## config.mk

```make
export PLATFORM = sky130hd
export DESIGN_NAME = fetch_controller_flat
export DESIGN_NICKNAME = d
export VERILOG_FILES = /design/src/rtl/fetch_pkg.sv /design/src/rtl/fetch_controller_if.sv /design/src/rtl/pc_target_gen.sv /design/src/rtl/fetch_controller.sv /design/src/flat_wrapper.sv
export SDC_FILE = /design/constraint.sdc
export NUM_CORES = 1
export LEC_CHECK = 0
export ABC_AREA = 1
export BUFFER_PORTS_ARGS = -buffer_cell sky130_fd_sc_hd__buf_2
export CAP_MARGIN = 10
export CORE_ASPECT_RATIO = 1.25
export CORE_MARGIN = 2
export CORE_UTILIZATION = 35
export CTS_CLUSTER_DIAMETER = 50
export DETAILED_ROUTE_END_ITERATION = 16
export GPL_ROUTABILITY_DRIVEN = 0
export PLACE_DENSITY = 0.57
export SLEW_MARGIN = 10
export SYNTH_ARGS = -nofsm -noshare
export SYNTH_HDL_FRONTEND = slang
export SYNTH_SLANG_ARGS = --single-unit
```

## constraint.sdc

```tcl
create_clock -name clk -period 2.4 [get_ports clk]
set_clock_uncertainty 0.2 [all_clocks]
set_input_delay 0.12 -clock clk [delete_from_list [all_inputs] [get_ports clk]]
set_output_delay 0.12 -clock clk [all_outputs]
set_load 0.05 [all_outputs]
```

## src/rtl/fetch_pkg.sv

```systemverilog
// Shared types and constants for the instruction fetch controller.
package fetch_pkg;

    localparam int unsigned INSTR_W   = 32;
    localparam int unsigned INSTR_INC = 4;
    localparam logic [31:0] DEFAULT_RESET_VECTOR = 32'h0000_0000;

    typedef enum logic [1:0] {
        IDLE  = 2'd0,
        REQ   = 2'd1,
        WAIT  = 2'd2,
        VALID = 2'd3
    } fetch_state_e;

endpackage

```

## src/rtl/fetch_controller_if.sv

```systemverilog
// Instruction-memory request/response bus between the fetch controller and imem.
interface fetch_controller_if #(
    parameter int unsigned WIDTH = 32
);
    logic              imem_req;
    logic [WIDTH-1:0]  imem_addr;
    logic              imem_gnt;
    logic              imem_rvalid;
    logic [31:0]       imem_rdata;

    modport master (
        output imem_req,
        output imem_addr,
        input  imem_gnt,
        input  imem_rvalid,
        input  imem_rdata
    );

    modport slave (
        input  imem_req,
        input  imem_addr,
        output imem_gnt,
        output imem_rvalid,
        output imem_rdata
    );
endinterface

```

## src/rtl/pc_target_gen.sv

```systemverilog
// Combinational next-sequential PC and word-aligned PC-relative branch target.
module pc_target_gen
    import fetch_pkg::*;
#(
    parameter int unsigned WIDTH = 32
) (
    input  logic [WIDTH-1:0] i_pc,
    input  logic [WIDTH-1:0] i_branch_pc,
    input  logic [WIDTH-1:0] i_imm,
    output logic [WIDTH-1:0] o_pc_inc,
    output logic [WIDTH-1:0] o_target
);
    logic [WIDTH-1:0] w_sum;

    assign o_pc_inc = i_pc + WIDTH'(INSTR_INC);
    assign w_sum    = i_branch_pc + i_imm;
    // Low two bits cleared so a misaligned offset still lands on a word boundary.
    assign o_target = {w_sum[WIDTH-1:2], 2'b00};
endmodule

```

## src/rtl/fetch_controller.sv

```systemverilog
// PC sequencing and single-outstanding instruction fetch with branch redirect/kill.
module fetch_controller
    import fetch_pkg::*;
#(
    parameter int unsigned     WIDTH        = 32,
    parameter logic [WIDTH-1:0] RESET_VECTOR = WIDTH'(DEFAULT_RESET_VECTOR)
) (
    input  logic                 clk,
    input  logic                 rst_n,
    fetch_controller_if.master   bus,
    output logic                 instr_valid,
    output logic [INSTR_W-1:0]   instr,
    output logic [WIDTH-1:0]     instr_pc,
    input  logic                 stall,
    input  logic                 PCsrc,
    input  logic [WIDTH-1:0]     ImmOp,
    input  logic [WIDTH-1:0]     branch_pc
);
    fetch_state_e        r_state;
    logic [WIDTH-1:0]    r_pc;
    logic [WIDTH-1:0]    r_fetch_pc;
    logic                r_kill;
    logic                r_instr_valid;
    logic [INSTR_W-1:0]  r_instr;
    logic [WIDTH-1:0]    r_instr_pc;

    logic [WIDTH-1:0]    w_pc_inc;
    logic [WIDTH-1:0]    w_target;

    pc_target_gen #(.WIDTH(WIDTH)) u_pc_target_gen (
        .i_pc        (r_pc),
        .i_branch_pc (branch_pc),
        .i_imm       (ImmOp),
        .o_pc_inc    (w_pc_inc),
        .o_target    (w_target)
    );

    // Request is a pure decode of registered state, so no input reaches imem combinationally.
    assign bus.imem_req  = (r_state == REQ);
    assign bus.imem_addr = r_pc;

    assign instr_valid = r_instr_valid;
    assign instr       = r_instr;
    assign instr_pc    = r_instr_pc;

    always_ff @(posedge clk or negedge rst_n) begin
        if (!rst_n) begin
            r_state       <= IDLE;
            r_pc          <= RESET_VECTOR;
            r_fetch_pc    <= RESET_VECTOR;
            r_kill        <= 1'b0;
            r_instr_valid <= 1'b0;
            r_instr       <= '0;
            r_instr_pc    <= '0;
        end else begin
            unique case (r_state)
                IDLE: begin
                    r_state <= REQ;
                end
                REQ: begin
                    if (bus.imem_gnt) begin
                        r_fetch_pc <= r_pc;
                        r_pc       <= w_pc_inc;
                        r_state    <= WAIT;
                        // Granted wrong-path fetch must be drained before refetching.
                        if (PCsrc) r_kill <= 1'b1;
                    end
                end
                WAIT: begin
                    if (bus.imem_rvalid) begin
                        if (r_kill || PCsrc) begin
                            r_kill  <= 1'b0;
                            r_state <= REQ;
                        end else begin
                            r_instr       <= bus.imem_rdata;
                            r_instr_pc    <= r_fetch_pc;
                            r_instr_valid <= 1'b1;
                            r_state       <= VALID;
                        end
                    end else if (PCsrc) begin
                        r_kill <= 1'b1;
                    end
                end
                VALID: begin
                    if (PCsrc || !stall) begin
                        r_instr_valid <= 1'b0;
                        r_state       <= REQ;
                    end
                end
            endcase
            // Redirect wins over any sequential pc update made above.
            if (PCsrc) r_pc <= w_target;
        end
    end
endmodule

```

## src/flat_wrapper.sv

```systemverilog
// flat-port wrapper written by rule: the top's interface ports become plain ports
module fetch_controller_flat import fetch_pkg::*;
#(
    parameter int unsigned     WIDTH        = 32,
    parameter logic [WIDTH-1:0] RESET_VECTOR = WIDTH'(DEFAULT_RESET_VECTOR)
)
  (clk, rst_n, instr_valid, instr, instr_pc, stall, PCsrc, ImmOp, branch_pc, bus_imem_req, bus_imem_addr, bus_imem_gnt, bus_imem_rvalid, bus_imem_rdata);
  fetch_controller_if #(.WIDTH(WIDTH)) bus_i ();
  input  logic clk;
  input  logic rst_n;
  output logic instr_valid;
  output logic [INSTR_W-1:0] instr;
  output logic [WIDTH-1:0] instr_pc;
  input  logic stall;
  input  logic PCsrc;
  input  logic [WIDTH-1:0] ImmOp;
  input  logic [WIDTH-1:0] branch_pc;
  output wire logic [$bits(bus_i.imem_req)-1:0] bus_imem_req;
  output wire logic [$bits(bus_i.imem_addr)-1:0] bus_imem_addr;
  input wire logic [$bits(bus_i.imem_gnt)-1:0] bus_imem_gnt;
  input wire logic [$bits(bus_i.imem_rvalid)-1:0] bus_imem_rvalid;
  input wire logic [$bits(bus_i.imem_rdata)-1:0] bus_imem_rdata;
  assign bus_imem_req = bus_i.imem_req;
  assign bus_imem_addr = bus_i.imem_addr;
  assign bus_i.imem_gnt = bus_imem_gnt;
  assign bus_i.imem_rvalid = bus_imem_rvalid;
  assign bus_i.imem_rdata = bus_imem_rdata;
  fetch_controller #(.WIDTH(WIDTH), .RESET_VECTOR(RESET_VECTOR)) u_core (.clk(clk), .rst_n(rst_n), .bus(bus_i), .instr_valid(instr_valid), .instr(instr), .instr_pc(instr_pc), .stall(stall), .PCsrc(PCsrc), .ImmOp(ImmOp), .branch_pc(branch_pc));
endmodule
```

## Word-level counts from Yosys, hierarchy flattened

Cells that the tools add are included.

- Bits in registers: 132
- Input bits: 102
- Output and inout bits: 98
- Logic and storage cells: 49

- Add/subtract/negate cells: 2
- Eq/ne operators: 8
- Muxes and demuxes: 17
- Bitwise gates (word level): 1
- Reductions and logical operators: 14

Operators with widths:

| kind | count |
|---|---|
| 32-bit 2-to-1 mux | 3 |
| 32-bit by 3-bit adder with 32-bit output (second input constant) | 1 |
| 32-bit adder | 1 |
| 3-bit AND reduction | 3 |
| 2-bit 2-to-1 mux | 4 |
| 2-bit case mux with 4 select lines | 1 |
| 2-bit nonzero test | 4 |
| 1-bit 2-to-1 mux | 7 |
| 2-bit == test (second input constant) | 2 |
| 2-bit by 1-bit != test with 1-bit output (second input constant) | 2 |
| 2-bit != test (second input constant) | 2 |
| 1-bit case mux with 2 select lines | 2 |
| 2-bit AND reduction | 2 |
| 4-bit AND reduction | 1 |
| 3-bit by 2-bit != test with 1-bit output (second input constant) | 1 |
| 2-bit by 1-bit == test with 1-bit output (second input constant) | 1 |
| 2-bit logical NOT | 1 |
| 1-bit logical OR | 2 |
| 1-bit logical NOT | 1 |
| 1-bit NOT | 1 |

## Logic depth before layout (Yosys ltp)

Gate-level depths: netlist of run 1.

- Depth in word-level cells: 4
- Depth in mapped cells: 15
- Depth with buffers taken out: 15

## By module

From an unflattened synthesis of run 1, not the netlist that was laid out.

- Cells, all modules: 1242
- Area, all modules: 8844.7 µm²

Modules (own cells, without submodules):

| module | times used | cells each | area each (µm²) |
|---|---|---|---|
| fetch_controller | 1 | 593 | 5664.2 |
| pc_target_gen | 1 | 649 | 3180.6 |

## Worst setup path after synthesis of run 1

Ideal clock, no wire load.

- Path type: register -> register
- Start: reg u_core.r_state[1]
- End: reg u_core.r_pc[29] (netlist: u_core.bus.imem_addr[29])
- Arrival time: 1.861 ns
- Data required time: 2.087 ns
- Setup slack: 0.226 ns
- Stages on the path, launching flop included: 10
- Path buffers: 0
- Cell sequence: dfrtp_1 inv_1 ha_1 nand2_1 nor4_1 nand3_1 nand2_1 nand3_1 nand2_1 inv_1

- Cells in the longest elaborated chain, start to end: 3

Ends and longest elaborated chain:

| element | line | text |
|---|---|---|
| from (decl) | fetch_controller.sv:19 | `fetch_state_e r_state;` |
| from (signal assigned) | fetch_controller.sv:48 | `r_state <= IDLE;` |
| from (signal assigned) | fetch_controller.sv:58 | `r_state <= REQ;` |
| from (signal assigned) | fetch_controller.sv:64 | `r_state <= WAIT;` |
| 2-bit by 1-bit == test with 1-bit output | -- |  |
| net bus_imem_req | flat_wrapper.sv:18 | `output wire logic [$bits(bus_i.imem_req)-1:0] bus_imem_req;` |
| 2-bit nonzero test (no line) | -- |  |
| 2-bit AND reduction (no line) | -- |  |
| to (signal assigned) | fetch_controller.sv:63 | `r_pc <= w_pc_inc;` |
| to (signal assigned) | fetch_controller.sv:92 | `if (PCsrc) r_pc <= w_target;` |
| to (decl) | fetch_controller.sv:20 | `logic [WIDTH-1:0] r_pc;` |

The timed path passes the listed nets, and every way through them passes these cells.
A chain may end at the register's enable or synchronous reset.

## Worst setup path after layout of run 1

- Start: reg u_core.r_state[0]
- End: reg u_core.r_kill

- Cells in the longest elaborated chain, start to end: 3
- Elaborated cells on any way between the ends: 7

Ends and longest elaborated chain:

| element | line | text |
|---|---|---|
| 2-bit == test or 2-bit by 1-bit == test with 1-bit output (tied branches) | fetch_controller.sv:56 | `unique case (r_state)` |
| 3-bit by 2-bit != test with 1-bit output (no line) (tied with other cells) | -- |  |
| 3-bit AND reduction (no line) | -- |  |
| to (signal assigned) | fetch_controller.sv:51 | `r_kill <= 1'b0;` |
| to (signal assigned) | fetch_controller.sv:66 | `if (PCsrc) r_kill <= 1'b1;` |
| to (signal assigned) | fetch_controller.sv:72 | `r_kill <= 1'b0;` |
| to (decl) | fetch_controller.sv:22 | `logic r_kill;` |

Parallel ways exist; a longest one is shown, timed or not.

==> metrics.txt, run 1 <==
run status finished with violations; violations in the final reports hold timing; type of destination of the critical path flop; async set-reset flop share out of synthesis 1.000; fill cell count 2327; Static Leakage 6.190 nW; remaining routing DRC violations 0; Setup Crit Path Kind reg2reg; Cell variety after synth 43; Core Footprint 0.02312 sq mm; Data arrival, critical path 2190 ps; first-pass GRT wire length 36450 um; required time at the endpoint of the critical path 2490 ps; final WL 22400 um; fraction of the yosys area taken by sequential cells 0.3804; number of placed I/O pins 200; IR drop worst, VDD 0.5341 mV; RSZ-0062 raised after global routing false; vias in the first global route 7520; warnings from Yosys 0; xor/xnor share of the synthesized area 0.009509; Area contributors post-synth dfrtp_1 (38%), nand2_1 (16%), inv_1 (8.8%), mux2_2 (7.5%), ha_1 (5.3%); maximum clock frequency 476.2 MHz; library cell occupying the most area in the post-synthesis netlist dfrtp_1; Sw Share 0.4455; Clock Latency Late Sink 410 ps; share of cell area taken by muxes after synthesis 0.07592; CTS H-Tree Depth 4; critical path peak fanout 4; number of violations of the max-capacitance limit 0; post-synthesis compound-gate area fraction 0.07260; fraction of layout instances using a drive strength above 1 0.2239; area enclosed by the die boundary 0.02494 sq mm; number of clock buffers inserted by TritonCTS 17; combinational group share of total power 0.437; buffer type at the clock tree root clkbuf_16; Worst Max-Slew Pin Slew 510.5 ps; longest individual stage delay on the worst path 560 ps; antenna diode count 0; pin count of the biggest net entering global routing 62; placed wire-length estimate after detailed placement 17510 um; CTS tree built; total overflow reported by the global router 0; Int Power 6.129 mW; number of flops mapped to enable cells by yosys 0; Worst setup SP type flop; worst-case clock buffer depth 2; detailed-route vias per instance 4.584; number of routed nets with antenna violations 0; worst min path class in2reg; NetSw 4.924 mW; First-pass DRT Iterations 5; synthesized cell area 0.008289 sq mm; overall fraction of global-route tracks in use 0.1827; part of the power in registers 0.314; slowest cell on the critical path dlygate4sd3_1; initial antenna violation count 0; flip-flop and latch count after synthesis 126; Post-Syn Area per Cell 7.239 sq um; final critical-path share of the clock period 0.8750; final layout net count 1515; Setup TNS Final 0 ps; clock group share of total power 0.249; Post-Synth Adder-Cell Area 0.05283; Area growth, synth to finish 28.12%; simple logic cell fraction of the synthesized area 0.3005; total number of clock tree sinks 126; DRT iter0 DRCs 399; Post-Synthesis Cells 1145; max-slew violations 0; routed via count 7688; Final min period 2100 ps; Final Util 0.4594; headroom to the max-slew limit 0.6596; final hold violation count 1; CTS clk-pin slew, worst paths 60 ps; Resize count post-CTS 0; worst hold margin -1.633 ps; crit path cell chain inv_1 -> ha_1 -> nor2_1 -> mux2_2 -> dlygate4sd3_1; share of the synthesized area in the top cell type 0.3804; Port Buffer Count 195; floorplan die height 176.1 um; Horiz. Die Dim 141.6 um; count of endpoints failing setup in the final report 0; dominant combinational cell family by area after synthesis simple AND/OR/NAND/NOR gates; standard-cell rows 62; Pwr per Cell Area 1041 mW/mm^2; flip-flop cell with the highest count after synthesis dfrtp_1; detailed-route wire length per cell 13.36 um; Initial Util 0.3586
[metrics by stage]
stage	cell area (sq um)	cells	setup WS (ps)	total power [mW]
final	10620	1677	300.1	11.05
after global routing	10620	1677	68.05	11.77
after CTS	10620	1677	297.6	11.15
after detailed placement	9632	1611	325.3	8.296
after global placement	9632	1611	369.4	8.232
after floorplan	8300	1148	226.2	6.991
[cells in the mapped netlist, types with 3 or more instances]
master,number
nor2_4,5
a31oi_1,4
ha_1,35
nor4_1,3
clkbuf_1,10
nand3_1,68
dfrtp_1,126
inv_1,195
nand4_1,19
buf_2,13
o21ai_0,56
nand2_4,3
nor3_1,6
inv_2,3
nor2_1,96
nand2_1,361
mux2_2,55
a21oi_1,41
buf_4,4
xor2_1,8
[state kept, by name (all words and copies together), names as in the netlist]
signal,count
u_core.bus.imem_addr,30
u_core.instr,32
u_core.instr_pc,30
u_core.instr_valid,1
u_core.r_fetch_pc,30
u_core.r_kill,1
u_core.r_state,2
[layout make-up]
type,instances,area [sq um],share of cell area
clock buffers,23,467.9,0.04406
flip-flops and latches,126,3153,0.2969
well taps,288,360.3,0.03393
multi-input cells,795,4267,0.4017
clock inverters,7,160.2,0.01508
repair buffers,240,1469,0.1383
inverters,198,743.2,0.06998
[per-layer routing]
metal	track usage	up-vias	routed length [um]
li1	-	4055	-
met1	0.2190	3389	9584
met2	0.3228	209	11120
met3	0.02983	35	1064
met4	0.07833	0	635
met5	0	-	0
[worst paths after layout]
kind | from | cells after the start | endpoint | slack [ps]
min in group asynchronous | rst_n | 2 | u_core.instr_valid$_DFFE_PN0P_ | 20
setup / recovery | u_core.r_state[0]$_DFFE_PN0P_ | 5 | u_core.r_kill$_DFFE_PN0P_ | 300
max in group asynchronous | rst_n | 3 | u_core.instr_pc[27]$_DFFE_PN0P_ | 1330
hold / removal | ImmOp[31] | 7 | u_core.bus.imem_addr[31]$_DFFE_PN0P_ | -2
setup reg to reg | u_core.r_state[0]$_DFFE_PN0P_ | 5 | u_core.r_kill$_DFFE_PN0P_ | 300
hold reg to reg | u_core.instr_pc[10]$_DFFE_PN0P_ | 2 | u_core.instr_pc[10]$_DFFE_PN0P_ | 270
[cells in the final DEF (no fill, tap or decap), types with 17 or more instances in the layout]
master | netlist | routed
a21oi_1 | 41 | 41
nor2_1 | 96 | 96
dlygate4sd3_1 | 0 | 36
nand3_1 | 68 | 67
dfrtp_1 | 126 | 126
clkbuf_16 | 0 | 17
inv_1 | 195 | 195
o21ai_0 | 56 | 56
buf_2 | 13 | 194
ha_1 | 35 | 35
mux2_2 | 55 | 55
nand2_1 | 361 | 361
nand4_1 | 19 | 19
[logic make-up (layout without fill, tap and decap cells)]
kind of cell | after synthesis | after routing
compound gates | 114 | 114
xor+xnor | 9 | 9
fa+ha+maj | 35 | 35
buf+inv | 227 | 468
flops | 126 | 126
mux | 56 | 56
other cells | 1 | 4
simple gates | 577 | 577
[worst max-delay path: cells and delay by family (launching register included)]
family / cells / cell delay (ps)
buf+inv: 2 / 640
flops: 1 / 390
mux: 1 / 330
fa+ha+maj: 1 / 310
simple gates: 1 / 120
[what timing repair did]
item | in CTS | in global routing
setup endpoints to repair | 0 | 0
buffers inserted | 0 | 0
endpoints found under the hold margin | 160 | 0
hold buffers | 36 | 0
[power groups by stage]
stage	sequential [mW]	combinational, mW	clock [mW]
after detailed placement	3.50	4.79	0
after floorplan	5.21	1.78	0
after global routing	3.57	5.27	2.93
final	3.47	4.83	2.76
after global placement	3.47	4.76	0
after CTS	3.47	4.86	2.82
(Power assumes the default switching activity.)
==> run 2: changes to the inputs <==
--- a/config.mk
+++ b/config.mk
@@ -5,7 +5,6 @@
 export SDC_FILE = /design/constraint.sdc
 export NUM_CORES = 1
 export LEC_CHECK = 0
-export ABC_AREA = 1
 export BUFFER_PORTS_ARGS = -buffer_cell sky130_fd_sc_hd__buf_2
 export CAP_MARGIN = 10
 export CORE_ASPECT_RATIO = 1.25
@@ -14,7 +13,8 @@
 export CTS_CLUSTER_DIAMETER = 50
 export DETAILED_ROUTE_END_ITERATION = 16
 export GPL_ROUTABILITY_DRIVEN = 0
-export PLACE_DENSITY = 0.57
+export GPL_TIMING_DRIVEN = 0
+export PLACE_DENSITY = 0.61
 export SLEW_MARGIN = 10
 export SYNTH_ARGS = -nofsm -noshare
 export SYNTH_HDL_FRONTEND = slang
==> constraint.sdc (replaced) <==
create_clock -name clk -period 1.8 [get_ports clk]
set_clock_uncertainty 0.2 [all_clocks]
set_input_delay 0.09 -clock clk [delete_from_list [all_inputs] [get_ports clk]]
set_output_delay 0.09 -clock clk [all_outputs]
set_load 0.05 [all_outputs]
==> run 2 against run 1 <==
Against the previous run: the flow finishes with violations (hold timing, setup timing); via count down 17%; die area down 15%; sequential power rose by 27%; synthesized cell count fell by 36%; combinational power is 22% higher.
==> metrics.txt, run 2 <==
fraction of the yosys area taken by sequential cells 0.4473; Worst setup SP type flop; floorplan die height 162.7 um; warnings from Yosys 0; CP dominant cell by count or3_4; Data arrival, critical path 2510 ps; final critical-path share of the clock period 1.344; type of destination of the critical path flop; count of endpoints failing setup in the final report 86; async set-reset flop share out of synthesis 1.000; library cell occupying the most area in the post-synthesis netlist dfrtp_1; Global Route met2 Usage 0.3570; final layout net count 1172; RSZ-0062 raised after global routing true; setup slack of the critical path after layout -619.9 ps; worst-case clock buffer depth 2; First-pass DRT Iterations 5; remaining routing DRC violations 0; longest individual stage delay on the worst path 520 ps; Final min period 2420 ps; most used standard cell by instance count after synthesis dfrtp_1; Setup TNS Final -21200 ps; slowest cell on the critical path or4_1; total overflow reported by the global router 0; Setup Crit Path Kind reg2reg; CTS H-Tree Depth 4; IR drop worst, VDD 0.5312 mV; Global Route met1 Usage 0.2321; Core Footprint 0.01996 sq mm; area of combinational cells with multiple inputs 0.004265 sq mm; number of routed nets with antenna violations 0; vias in the first global route 6405; Post-Synthesis Cells 729; number of placed I/O pins 200; final hold violation count 1; fraction of layout instances using a drive strength above 1 0.4065; detailed-route wire length per cell 15.98 um; violations in the final reports hold timing, setup timing; initial antenna violation count 0; global-route track usage on met3 0.02530; headroom to the max-slew limit 0.5830; Seq. cell area 0.003178 sq mm; share of the synthesized area in the top cell type 0.4473; overall fraction of global-route tracks in use 0.1956; Static Leakage 5.196 nW; Port Buffer Count 195; routed via count 6417; synthesized cell area 0.007049 sq mm; minimum setup slack among reg-to-reg paths -620 ps; max-slew violations 0; placed wire-length estimate after detailed placement 14380 um; number of violations of the max-capacitance limit 0; DRT iter0 DRCs 340; flip-flop and latch count after synthesis 126; antenna diode count 0; fill cell count 1760; standard-cell rows 58; most common cell after layout, fill and taps aside buf_2; number of clock buffers inserted by TritonCTS 17; Initial Util 0.3532; run status finished with violations; Area growth, synth to finish 52.95%; Cell variety after synth 54; first-pass GRT wire length 32590 um; total number of clock tree sinks 126; highest-utilization routing layer at the global route stage met2; Clock Latency Late Sink 410 ps; final WL 21060 um; maximum clock frequency 413.2 MHz; CTS tree built; Pwr per Cell Area 1290 mW/mm^2; Post-Syn Area per Cell 9.670 sq um; critical path peak fanout 5; power after layout 13.91 mW; pin count of the biggest net entering global routing 65; Horiz. Die Dim 130.9 um; worst hold margin -0.4734 ps; crit path cell chain nand2_1 -> or4_1 -> or3_4 -> or3_4 -> xnor2_2 -> o22ai_2 -> nor3b_2; worst min path class in2reg; flip-flop cell with the highest count after synthesis dfrtp_1; Worst Max-Slew Pin Slew 625.5 ps; number of flip-flops under the largest register name 32; CTS clk-pin slew, worst paths 60 ps; detailed-route vias per instance 4.869; Area contributors post-synth dfrtp_1 (45%), mux2_2 (10%), nand2_1 (6.7%), ha_1 (6.2%), a21oi_1 (4.2%); area enclosed by the die boundary 0.02130 sq mm; most common library cells after synthesis dfrtp_1 (126), nand2_1 (125), mux2_2 (63); buffer type at the clock tree root clkbuf_16; setup slack after placement -864.1 ps; number of flops mapped to enable cells by yosys 0; required time at the endpoint of the critical path 1890 ps; top library cells by usage in the layout, fill and taps aside buf_2 (194), nand2_1 (122), dfrtp_1 (106)
## run 2: cell count changes after synthesis, sizes merged, moves of 8 or more
cell | before | now
nand2 | 365 | 125
mux2 | 55 | 63
nand3 | 70 | 18
nor2 | 105 | 50
clkbuf | 11 | 26
nand4 | 21 | 13
inv | 198 | 19
buf | 18 | 6
o21ai | 58 | 27
a21oi | 41 | 59
xor2 | 8 | 25
xnor2 | 1 | 28
## run 2: routing by layer
layer,wire length (um),share of wire,up-vias
li1,-,-,3169
met5,0,0,-
met1,8757,0.42,3032
met2,11030,0.52,180
met4,595,0.028,0
met3,678,0.032,36
## run 2: through the flow
stage / std cells / instance area, sq um / util
after floorplan: 732 / 7308 / -
final: 1318 / 10780 / 0.5403
after CTS: 1309 / 10540 / 0.5282
after global routing: 1318 / 10780 / 0.5403
after global placement: 1197 / 8622 / 0.4320
after detailed placement: 1198 / 8656 / 0.4337
## run 2: power breakdown
part	switching, mW	internal, mW	total (mW)
combinational	3.78	2.10	5.88
clock	1.21	2.43	3.64
sequential	0.648	3.74	4.39
## run 2: layout make-up
type                            instances  area share
Tap cell                              270     0.03133
Timing Repair Buffer                  284      0.1837
Buffer                                 32     0.02855
Sequential cell                       126      0.2948
Clock buffer                           23     0.04433
Inverter                               19    0.007079
Clock inverter                          9     0.01462
Multi-Input combinational cell        555      0.3956
## run 2: logic make-up (layout without fill, tap and decap cells)
logic type,Yosys count,count (layout),share of synthesized area
mux,68,68,0.1077
buf+inv,51,367,0.03177
fa+ha+maj,35,35,0.06212
xor+xnor,53,53,0.06585
other cells,1,4,0.0005320
compound gates,142,142,0.1218
flops,126,126,0.4473
simple gates,253,253,0.1629
## run 2: timing repair
item | CTS | global route
hold endpoints to repair | 169 | 3
setup buffers | 27 | 10
gates resized for setup | 98 | 46
setup endpoints to repair | 110 | 116
cloned | 8 | 0
pin swaps | 13 | 17
hold buffers | 44 | 2
## run 2: worst paths after layout
check	startpoint	cells past startpoint	endpoint
worst max register to register	u_core.bus.imem_addr[20]$_DFFE_PN0P_	7	u_core.bus.imem_addr[31]$_DFFE_PN0P_
min in group asynchronous	rst_n	2	u_core.r_state[1]$_DFFE_PN0P_
worst min register to register	u_core.r_fetch_pc[17]$_DFFE_PN0P_	2	u_core.r_fetch_pc[17]$_DFFE_PN0P_
worst min-delay path	ImmOp[30]	5	u_core.bus.imem_addr[31]$_DFFE_PN0P_
max in group asynchronous	rst_n	3	u_core.instr_pc[17]$_DFFE_PN0P_
worst max-delay path	u_core.bus.imem_addr[20]$_DFFE_PN0P_	7	u_core.bus.imem_addr[31]$_DFFE_PN0P_
## run 2: worst max-delay path: cells and delay by family, from the launching register on
| family | cells | cell delay (ps) |
|---|---|---|
| DFF | 1 | 400 |
| AOI/OAI and AO/OA | 1 | 150 |
| xor gates and xnor gates | 1 | 140 |
| and+or+nand+nor | 5 | 1420 |
==> run 3: changes to the inputs <==
--- a/config.mk
+++ b/config.mk
@@ -15,6 +15,7 @@
 export GPL_ROUTABILITY_DRIVEN = 0
 export GPL_TIMING_DRIVEN = 0
 export PLACE_DENSITY = 0.61
+export SKIP_CTS_REPAIR_TIMING = 1
 export SLEW_MARGIN = 10
 export SYNTH_ARGS = -nofsm -noshare
 export SYNTH_HDL_FRONTEND = slang
==> run 3 against run 2 <==
Against the previous run: the flow still finishes with violations (hold timing, setup timing); first-iteration DRC count decreased by 1.5%; final area decreased by 5.8%; clock power is essentially flat; count of clock-buffer cells in the layout unchanged; maximum frequency down 7.2%; global-route usage decreased by 2.2 points; final cell count fell by 1.7%.
==> metrics.txt, run 3 (synthesis gave the netlist of run 2 again) <==
final layout net count 1149; number of placed I/O pins 200; worst r2r dst u_core.bus.imem_addr[31]$_DFFE_PN0P_; number of violations of the max-capacitance limit 0; most common cell after layout, fill and taps aside buf_2; antenna diode count 0; Clock Latency Late Sink 400 ps; Area growth, synth to finish 44.07%; pin count of the biggest net entering global routing 65; floorplan die height 162.7 um; area enclosed by the die boundary 0.02130 sq mm; routed via count 6267; Worst Min Path Start branch_pc[2]; headroom to the max-slew limit 0.5846; Final Util 0.5089; minimum setup slack among reg-to-reg paths -810 ps; type of destination of the critical path flop; maximum clock frequency 383.5 MHz; CTS tree built; worst hold margin -39.25 ps; Port Buffer Count 195; max-slew violations 0; Crit Reg-Reg Startpoint u_core.r_state[1]$_DFFE_PN0P_; worst min path class in2reg; IR drop worst, VDD 0.5598 mV; final WL 19510 um; First-pass DRT Iterations 5; count of endpoints failing setup in the final report 85; RSZ-0062 raised after global routing true; setup slack of the critical path after layout -807.6 ps; required time at the endpoint of the critical path 1890 ps; overall fraction of global-route tracks in use 0.1734; detailed-route wire length per cell 15.06 um; cell depth of the worst flop-to-flop path 9; DRT iter0 DRCs 335; total overflow reported by the global router 0; cell total after placement 1198; number of routed nets with antenna violations 0; initial antenna violation count 0; Worst Max-Slew Pin Slew 623.2 ps; Worst setup SP type flop; critical path peak fanout 7; Setup Crit Path Kind reg2reg; placed wire-length estimate after detailed placement 14380 um; vias in the first global route 5746; Horiz. Die Dim 130.9 um; buffer type at the clock tree root clkbuf_16; detailed-route vias per instance 4.839; final hold violation count 1; top library cells by usage in the layout, fill and taps aside buf_2 (194), nand2_1 (120), dfrtp_1 (106); worst-case clock buffer depth 2; Final min period 2608 ps; Initial Util 0.3532; remaining routing DRC violations 0; Core Footprint 0.01996 sq mm; number of clock buffers inserted by TritonCTS 17; fraction of layout instances using a drive strength above 1 0.4000; destination of the worst hold path u_core.bus.imem_addr[2]$_DFFE_PN0P_; Hold Crit Depth 5; total number of clock tree sinks 126; run status finished with violations; first-pass GRT wire length 29100 um; violations in the final reports hold timing, setup timing; number of flip-flops under the largest register name 32; final critical-path share of the clock period 1.449; final std cells w/o fill 1295; Static Leakage 4.962 nW; Pwr per Cell Area 1330 mW/mm^2; standard-cell rows 58; CTS H-Tree Depth 4; CTS clk-pin slew, worst paths 60 ps; Data arrival, critical path 2700 ps; fill cell count 1818
-- run 3: changes by cell type in the layout (fill, tap and decap cells not counted), moves of 3 or more --
| cell | delta |
|---|---|
| dlygate4sd3_1 | -5 |
| buf_4 | -5 |
| buf_12 | +4 |
| buf_6 | -4 |
| mux2_2 | +62 |
| mux2_4 | -62 |
| nor4_2 | -3 |
| clkbuf_16 | -12 |
-- run 3: layer usage --
metal  part of all wire  vias up  global-route usage
li1                   -     3135                   -
met1               0.42     2952              0.2148
met2               0.52      152              0.3028
met3              0.028       28             0.02628
met4              0.024        0             0.06431
met5                  0        -                   0
-- run 3: where the power goes --
| part | leakage (nW) | internal [mW] | switching [mW] | total, mW |
|---|---|---|---|---|
| Combinational | 3.06 | 1.82 | 3.64 | 5.46 |
| Sequential | 1.59 | 3.74 | 0.669 | 4.41 |
| Clock | 0.304 | 2.43 | 1.20 | 3.63 |
-- run 3: worst max path at each step --
stage | startpoint | to | slack (ps) | cells after the start
final | u_core.r_state[1]$_DFFE_PN0P_ | u_core.bus.imem_addr[31]$_DFFE_PN0P_ | -810 | 9
after global routing | u_core.r_state[1]$_DFFE_PN0P_ | u_core.bus.imem_addr[31]$_DFFE_PN0P_ | -900 | 9
after CTS | u_core.r_state[1]$_DFFE_PN0P_ | u_core.bus.imem_addr[31]$_DFFE_PN0P_ | -890 | 9
after detailed placement | u_core.r_state[1]$_DFFE_PN0P_ | u_core.bus.imem_addr[31]$_DFFE_PN0P_ | -860 | 9
after global placement | rst_n | u_core.bus.imem_addr[20]$_DFFE_PN0P_ | -1470 | 1
after floorplan | u_core.bus.imem_addr[18]$_DFFE_PN0P_ | u_core.bus.imem_addr[31]$_DFFE_PN0P_ | -790 | 7
-- run 3: through the flow --
stage | power, mW | cell area (sq um) | setup slack [ps] | setup TNS, ps
after floorplan | 8.081 | 7308 | -791.0 | -16750
after global placement | 9.388 | 8622 | -1472 | -203190
after detailed placement | 9.484 | 8656 | -864.1 | -45940
after CTS | 13.17 | 9291 | -891.1 | -45600
after global routing | 14.27 | 10160 | -897.5 | -33370
final | 13.50 | 10160 | -807.6 | -26330
-- run 3: cell type report --
class / instances / area (sq um) / area share
clock buffers: 23 / 478.0 / 0.04706
clock inverters: 9 / 157.7 / 0.01552
well taps: 270 / 337.8 / 0.03326
inverters: 19 / 71.32 / 0.007022
flip-flops and latches: 126 / 3178 / 0.3129
multi-input cells: 555 / 4030 / 0.3968
plain buffers: 32 / 269.0 / 0.02649
repair buffers: 261 / 1634 / 0.1609
-- run 3: worst max-delay path: stages, from the launching register on --
cell     delay, ps
dfrtp_1        410
inv_2          100
ha_4           170
and3_4         220
nand4_1        200
or3_4          470
or3_4          350
xnor2_2        140
o22ai_1        180
nor3b_2         60
